### src/rtl/core_pkg.sv
// Shared core constants and the instruction-slot type used between fetch and decode.
package core_pkg;

    localparam int PC_W          = 64;
    localparam int INST_W        = 32;
    localparam int ISSUE_NUM_MAX = 3;

    typedef struct packed {
        logic [PC_W-1:0]   pc;
        logic [INST_W-1:0] inst;
    } slot_t;

endpackage

### src/rtl/fq_ptr_ctrl.sv
// Head/tail/count bookkeeping for the fetch queue: wrap arithmetic, ready/valid
// generation and reset/flush priority.
module fq_ptr_ctrl #(
    parameter int ISSUE_NUM = 2,
    parameter int DEPTH     = 8
) (
    input  logic                     clk,
    input  logic                     rst,
    input  logic                     flush,
    input  logic                     enq_valid,
    input  logic [1:0]               enq_cnt,
    input  logic [1:0]               deq_take,
    output logic                     enq_fire,
    output logic                     enq_ready,
    output logic [$clog2(DEPTH)-1:0] head,
    output logic [$clog2(DEPTH)-1:0] tail,
    output logic [$clog2(DEPTH):0]   count,
    output logic [ISSUE_NUM-1:0]     deq_valid
);

    localparam int PW = $clog2(DEPTH);
    localparam int CW = PW + 1;

    logic          legal;
    logic [CW-1:0] enq_n;
    logic [CW-1:0] take;

    assign legal     = (enq_cnt != 2'd0) && (int'(enq_cnt) <= ISSUE_NUM);
    // Ready looks only at the registered count, so a same-cycle dequeue never
    // lets an enqueue overrun the storage.
    assign enq_ready = (CW'(DEPTH) - count) >= CW'(ISSUE_NUM);
    assign enq_fire  = enq_valid & enq_ready & ~flush & legal;
    assign enq_n     = enq_fire ? CW'(enq_cnt) : '0;
    assign take      = (CW'(deq_take) > count) ? count : CW'(deq_take);

    always_ff @(posedge clk) begin
        if (!rst || flush) begin
            head  <= '0;
            tail  <= '0;
            count <= '0;
        end else begin
            head  <= head + take[PW-1:0];
            tail  <= tail + enq_n[PW-1:0];
            count <= count + enq_n - take;
        end
    end

    for (genvar i = 0; i < ISSUE_NUM; i++) begin : g_vld
        assign deq_valid[i] = count > CW'(i);
    end

    always_ff @(posedge clk) begin
        if (rst && enq_valid)
            assert (legal);
    end

endmodule

### src/rtl/inst_fetch_queue.sv
// Circular instruction buffer between fetch and decode: up to ISSUE_NUM in and out per cycle.
// Optional INST_FETCH_QUEUE_PERF_EN adds full-stall and empty cycle counters.
module inst_fetch_queue
    import core_pkg::*;
#(
    parameter int ISSUE_NUM = 2,
    parameter int DEPTH     = 8
) (
    input  logic                        clk,
    input  logic                        rst,
    input  logic                        flush,
    input  logic                        enq_valid,
    input  logic [1:0]                  enq_cnt,
    input  logic [PC_W-1:0]             enq_pc,
    input  logic [ISSUE_NUM*INST_W-1:0] enq_inst,
    output logic                        enq_ready,
    output logic [ISSUE_NUM-1:0]        deq_valid,
    output logic [ISSUE_NUM*PC_W-1:0]   deq_pc,
    output logic [ISSUE_NUM*INST_W-1:0] deq_inst,
    input  logic [1:0]                  deq_take,
    output logic [$clog2(DEPTH):0]      count
`ifdef INST_FETCH_QUEUE_PERF_EN
    ,
    output logic [31:0]                 perf_stall_full,
    output logic [31:0]                 perf_empty
`endif
);

    localparam int PW = $clog2(DEPTH);

    logic [PW-1:0] head;
    logic [PW-1:0] tail;
    logic          enq_fire;
    slot_t         mem [DEPTH];

    fq_ptr_ctrl #(
        .ISSUE_NUM (ISSUE_NUM),
        .DEPTH     (DEPTH)
    ) u_ptr (
        .clk       (clk),
        .rst       (rst),
        .flush     (flush),
        .enq_valid (enq_valid),
        .enq_cnt   (enq_cnt),
        .deq_take  (deq_take),
        .enq_fire  (enq_fire),
        .enq_ready (enq_ready),
        .head      (head),
        .tail      (tail),
        .count     (count),
        .deq_valid (deq_valid)
    );

    // Storage is intentionally not reset; deq_valid qualifies every read lane.
    always_ff @(posedge clk) begin
        for (int i = 0; i < ISSUE_NUM; i++) begin
            if (enq_fire && (i < int'(enq_cnt))) begin
                mem[tail + PW'(i)] <= '{pc: enq_pc + PC_W'(4 * i),
                                        inst: enq_inst[i*INST_W +: INST_W]};
            end
        end
    end

    for (genvar i = 0; i < ISSUE_NUM; i++) begin : g_lane
        slot_t rd;
        assign rd                          = mem[head + PW'(i)];
        assign deq_pc[i*PC_W +: PC_W]      = rd.pc;
        assign deq_inst[i*INST_W +: INST_W] = rd.inst;
    end

`ifdef INST_FETCH_QUEUE_PERF_EN
    logic [31:0] stall_full_cycles;
    logic [31:0] empty_cycles;

    always_ff @(posedge clk) begin
        if (!rst) begin
            stall_full_cycles <= '0;
            empty_cycles      <= '0;
        end else begin
            if (enq_valid && !enq_ready && (stall_full_cycles != '1))
                stall_full_cycles <= stall_full_cycles + 32'd1;
            if ((count == '0) && !flush && (empty_cycles != '1))
                empty_cycles <= empty_cycles + 32'd1;
        end
    end

    assign perf_stall_full = stall_full_cycles;
    assign perf_empty      = empty_cycles;
`endif

endmodule

### config.mk
export PLATFORM = sky130hd
export DESIGN_NAME = inst_fetch_queue
export DESIGN_NICKNAME = d
export VERILOG_FILES = /design/src/rtl/core_pkg.sv /design/src/rtl/fq_ptr_ctrl.sv /design/src/rtl/inst_fetch_queue.sv
export SDC_FILE = /design/constraint.sdc
export NUM_CORES = 2
export LEC_CHECK = 0
export CAP_MARGIN = 20
export CORE_MARGIN = 2
export CORE_UTILIZATION = 46
export CTS_CLUSTER_DIAMETER = 30
export CTS_CLUSTER_SIZE = 16
export DETAILED_ROUTE_END_ITERATION = 10
export GPL_TIMING_DRIVEN = 0
export HOLD_SLACK_MARGIN = 0.12
export SYNTH_ARGS = -nofsm -noshare
export SYNTH_HDL_FRONTEND = slang
export SYNTH_SLANG_ARGS = --single-unit
### constraint.sdc
create_clock -name clk -period 14.7 [get_ports clk]
set_input_delay 1.47 -clock clk [delete_from_list [all_inputs] [get_ports clk]]
set_output_delay 1.47 -clock clk [all_outputs]
set_load 0.005 [all_outputs]
==> results.env <==
CRITICAL_PATH.MAX_FANOUT=10
CP-END-KIND='output pin'
CLK_TRANSITION_REPORTED_PATHS_NS=0.04
CTS-HTREE-LEVELS=4
DP.FINAL_HPWL_UM=118000
FINAL_SETUP_VIOLATION_COUNT=0
WORSTSKEWPAIRLATENCY_NS=0.78
SYNTH_CELL_TYPE_COUNT=55
PLACEMENT.CELL_AREA_UM2=52800
SYN-INSTANCE-COUNT=3798
CTS.SINK_COUNT=778
GRT_ANTENNA_BEFORE_REPAIR=22
CLOCK_TREE.BUFFER_DEPTH=3
VIAS_PER_CELL=5.98
NUMBER_OF_PORTS_PLACED_ON_THE_DIE_BOUNDARY=335
DESIGN_AREA_UM2=58900
SYNTH_AREA_PER_CELL_UM2=12.4
POWER.DENSITY_CELL_AREA_nW_PER_UM2=155
POST_ROUTE_CELLS_DRIVE_ABOVE_1_SHARE=0.251
FP.DIEAREA_UM2=105000
TIMING.SETUP.CRITICAL_PATH_CLASS='reg -> out'
GRT_MAX_DEGREE=22
WORST_SETUP_PATH_STARTPOINT='u_ptr.head[2]'
NUMPLACEDINSTANCES=5478
FINAL_ROUTED_WIRELENGTH_ACROSS_ALL_METAL_LAYERS_UM=172000
HOLD_PATH.STARTPOINT='u_ptr.head[0]'
PLACEMENTROWS=117
POST-ROUTE-DRC-COUNT=0
POWER.STATIC_LEAKAGE_nW=20.2
YS_FF_LATCH=778
DIE_X_UM=324
NUMBER_OF_GLOBAL_ROUTE_VIAS_BEFORE_REPAIR=34500
WORST_IR_DROP_VDD_V=0.000157
ANT_NETS=0
CRIT-REG2REG-LAUNCH='u_ptr.count[1]'
MAXSLEWVIOLCOUNT=0
FIN_NETS=4459
AREA_DELTA_SYNTH_FINAL_PCT=24.9
MAXCLOCKFREQUENCY_GHz=0.148
MIN_PATH_TYPE='reg -> reg'
NUMBER_OF_ENABLE_TYPE_REGISTER_CELLS_IN_THE_SYNTHESIZED_NETLIST=768
INSTANCES_NO_FILL=5831
SYNTHFLOPTYPE='sky130_fd_sc_hd__edfxtp_1'
CRITPATHLAUNCHTYPE='flip-flop'
FINALHOLDVIOLATIONS=0
TIMING.CRITICAL_PATH.REQUIRED_NS=13.23
SYNTH_WARNINGS=0
CRITICAL_PATH_ARRIVAL_NS=5.28
VIA_COUNT=34900
POSTSYNTH.ASYNCRESETSHARE=0
POST_CTS_HOLD_BUFFER_COUNT=0
DRTITER0DRC=4721
SYNTHESIS.AREA_UM2=47100
CTS_RESIZED=0
FIN_SKEW_NS=0.0341
POST_CTS.REPAIR.SETUP_BUFFERS=0
GRT_SETUP_UNREPAIRED='false'
GRT_PASS1_WL_UM=242000
BUFFER_PORTS.INSERTED=248
AVERAGE_WIRE_PER_CELL_IN_THE_ROUTED_DESIGN_UM=29.4
SYN_NETS=3955
TIMING.FINAL.CRIT_PERIOD_NS=6.75
DETAIL_ROUTE.FIRST_PASS.ITERATIONS=6
GLOBAL_ROUTE.OVERFLOW_TOTAL=0
GLOBAL_ROUTE_USAGE_OVER_ALL_LAYERS=0.327
DESIGN.CORE.AREA_UM2=102000
CLOCK_ROOT_CELL='sky130_fd_sc_hd__clkbuf_16'
DIE_H_UM=324
SYNTH-SEQ-AREA-SHARE=0.493
MIN_PERIOD_OVER_PERIOD=0.459
CAP_VIOL_MAX_COUNT=0
TOTAL_CLOCK_BUFFERS_CREATED_BY_CTS=177
INITIAL_UTILIZATION=0.463
RUN_STATUS='finished clean'
CTS_TREE='done'
PLACE_CONGESTION=0.877
WORST_SLEW_PIN_TRAN_NS=1.27
SLEW_HEADROOM=0.156
## cell usage after synthesis, types with 2 or more instances
library cell / number / area share
sky130_fd_sc_hd__a211oi_2: 8 / 0.0021
sky130_fd_sc_hd__nor4_4: 2 / 0.00090
sky130_fd_sc_hd__nand4_2: 2 / 0.00053
sky130_fd_sc_hd__nor4_1: 53 / 0.0070
sky130_fd_sc_hd__nand4_1: 41 / 0.0054
sky130_fd_sc_hd__nand3b_1: 2 / 0.00032
sky130_fd_sc_hd__inv_1: 21 / 0.0017
sky130_fd_sc_hd__o211ai_1: 12 / 0.0019
sky130_fd_sc_hd__buf_2: 68 / 0.0072
sky130_fd_sc_hd__ha_1: 17 / 0.0045
sky130_fd_sc_hd__mux2_2: 192 / 0.046
sky130_fd_sc_hd__xnor2_1: 173 / 0.032
sky130_fd_sc_hd__clkbuf_1: 194 / 0.015
sky130_fd_sc_hd__buf_4: 42 / 0.0067
sky130_fd_sc_hd__nor2_1: 283 / 0.023
sky130_fd_sc_hd__or2_2: 2 / 0.00027
sky130_fd_sc_hd__and4_1: 3 / 0.00056
sky130_fd_sc_hd__edfxtp_1: 768 / 0.49
sky130_fd_sc_hd__nor3_1: 102 / 0.011
sky130_fd_sc_hd__nor2b_1: 3 / 0.00040
sky130_fd_sc_hd__and3_1: 11 / 0.0015
sky130_fd_sc_hd__buf_1: 39 / 0.0031
sky130_fd_sc_hd__nand2_1: 883 / 0.070
sky130_fd_sc_hd__nor3_2: 4 / 0.00085
sky130_fd_sc_hd__nand4b_1: 3 / 0.00056
sky130_fd_sc_hd__nand2b_1: 2 / 0.00027
sky130_fd_sc_hd__nand3_2: 3 / 0.00064
sky130_fd_sc_hd__nand3_1: 54 / 0.0057
sky130_fd_sc_hd__inv_2: 8 / 0.00064
sky130_fd_sc_hd__nor4_2: 9 / 0.0024
sky130_fd_sc_hd__fa_1: 4 / 0.0017
sky130_fd_sc_hd__or3_1: 4 / 0.00053
sky130_fd_sc_hd__o21ai_0: 22 / 0.0023
sky130_fd_sc_hd__dfxtp_1: 10 / 0.0042
sky130_fd_sc_hd__xor2_1: 315 / 0.059
sky130_fd_sc_hd__and2_1: 8 / 0.0011
sky130_fd_sc_hd__mux4_2: 384 / 0.18
sky130_fd_sc_hd__clkbuf_2: 30 / 0.0032
## critical path: stages (launching register included)
cell,delay (ns)
sky130_fd_sc_hd__dfxtp_1,0.29
sky130_fd_sc_hd__buf_2,0.44
sky130_fd_sc_hd__xor2_1,0.97
sky130_fd_sc_hd__clkbuf_1,0.89
sky130_fd_sc_hd__clkbuf_1,0.91
sky130_fd_sc_hd__mux2_2,0.49
sky130_fd_sc_hd__clkdlybuf4s50_1,0.47
## cell type report
class	count	area, µm²
Fill cell	8107	42900
Clock inverter	126	1370
Inverter	30	113
Buffer	374	1690
Sequential cell	778	23300
Multi-Input combinational cell	2616	22200
Clock buffer	206	4560
Antenna cell	8	20.0
Tap cell	1368	1710
Timing Repair Buffer	325	3990
## registers in the layout, indices dropped and copies added, names as in the netlist
signal	cells
u_ptr.head	3
u_ptr.tail	3
u_ptr.count	4
mem	768
## power breakdown
part           internal (mW)  total, mW  switching [mW]
clock network           2.57       3.89            1.32
registers               2.50       2.53          0.0257
logic                   1.38       2.72            1.34
## metal layers
layer  vias up  share of wire  routed length, µm  track usage
li1      14900              -                  -            -
met1     17300           0.37              63600        0.426
met2      2196           0.46              79700        0.512
met3       474           0.12              20700       0.0969
met4        20          0.043               7410        0.140
met5         -        0.00075                128            0
## metrics by stage
stage	util	setup TNS [ns]	setup WS, ns	hold slack (ns)	power (mW)
after floorplan	-	0	5.16	0.578	4.03
after global placement	0.505	-3629.96	-5.32	0.696	5.21
after detailed placement	0.519	0	8.40	0.697	5.24
after CTS	0.577	0	8.08	0.707	9.12
after global routing	0.579	0	8.02	0.756	9.38
final	0.579	0	7.95	0.695	9.13
## cell usage in the layout, fill, tap and decap left out, types with 42 or more instances in the layout
| master | n |
|---|---|
| sky130_fd_sc_hd__xnor2_1 | 173 |
| sky130_fd_sc_hd__clkbuf_16 | 178 |
| sky130_fd_sc_hd__nor4_1 | 53 |
| sky130_fd_sc_hd__nor2_1 | 283 |
| sky130_fd_sc_hd__mux2_2 | 192 |
| sky130_fd_sc_hd__edfxtp_1 | 768 |
| sky130_fd_sc_hd__buf_2 | 69 |
| sky130_fd_sc_hd__xor2_1 | 315 |
| sky130_fd_sc_hd__mux4_2 | 384 |
| sky130_fd_sc_hd__nand3_1 | 54 |
| sky130_fd_sc_hd__clkdlybuf4s50_1 | 248 |
| sky130_fd_sc_hd__clkbuf_1 | 222 |
| sky130_fd_sc_hd__nor3_1 | 102 |
| sky130_fd_sc_hd__nand2_1 | 883 |
| sky130_fd_sc_hd__buf_4 | 42 |
## final timing paths
check / to / slack [ns] / depth (start not counted)
max: deq_pc[124] / 7.95 / 6
min: u_ptr.head[0] / 0.70 / 2
max reg2reg: mem[7][51] / 9.36 / 11
min reg2reg: u_ptr.head[0] / 0.70 / 2
## cell families after synthesis
family,after synthesis,synth area share
AO/OA/AOI/OAI,51,0.00823
XOR/XNOR,489,0.0910
adder cells (fa/ha/maj),21,0.00621
buffers and inverters,404,0.0383
flip-flops,778,0.493
multiplexers,576,0.229
AND/OR/NAND/NOR,1479,0.134
Power figures use the tool's default switching activity.
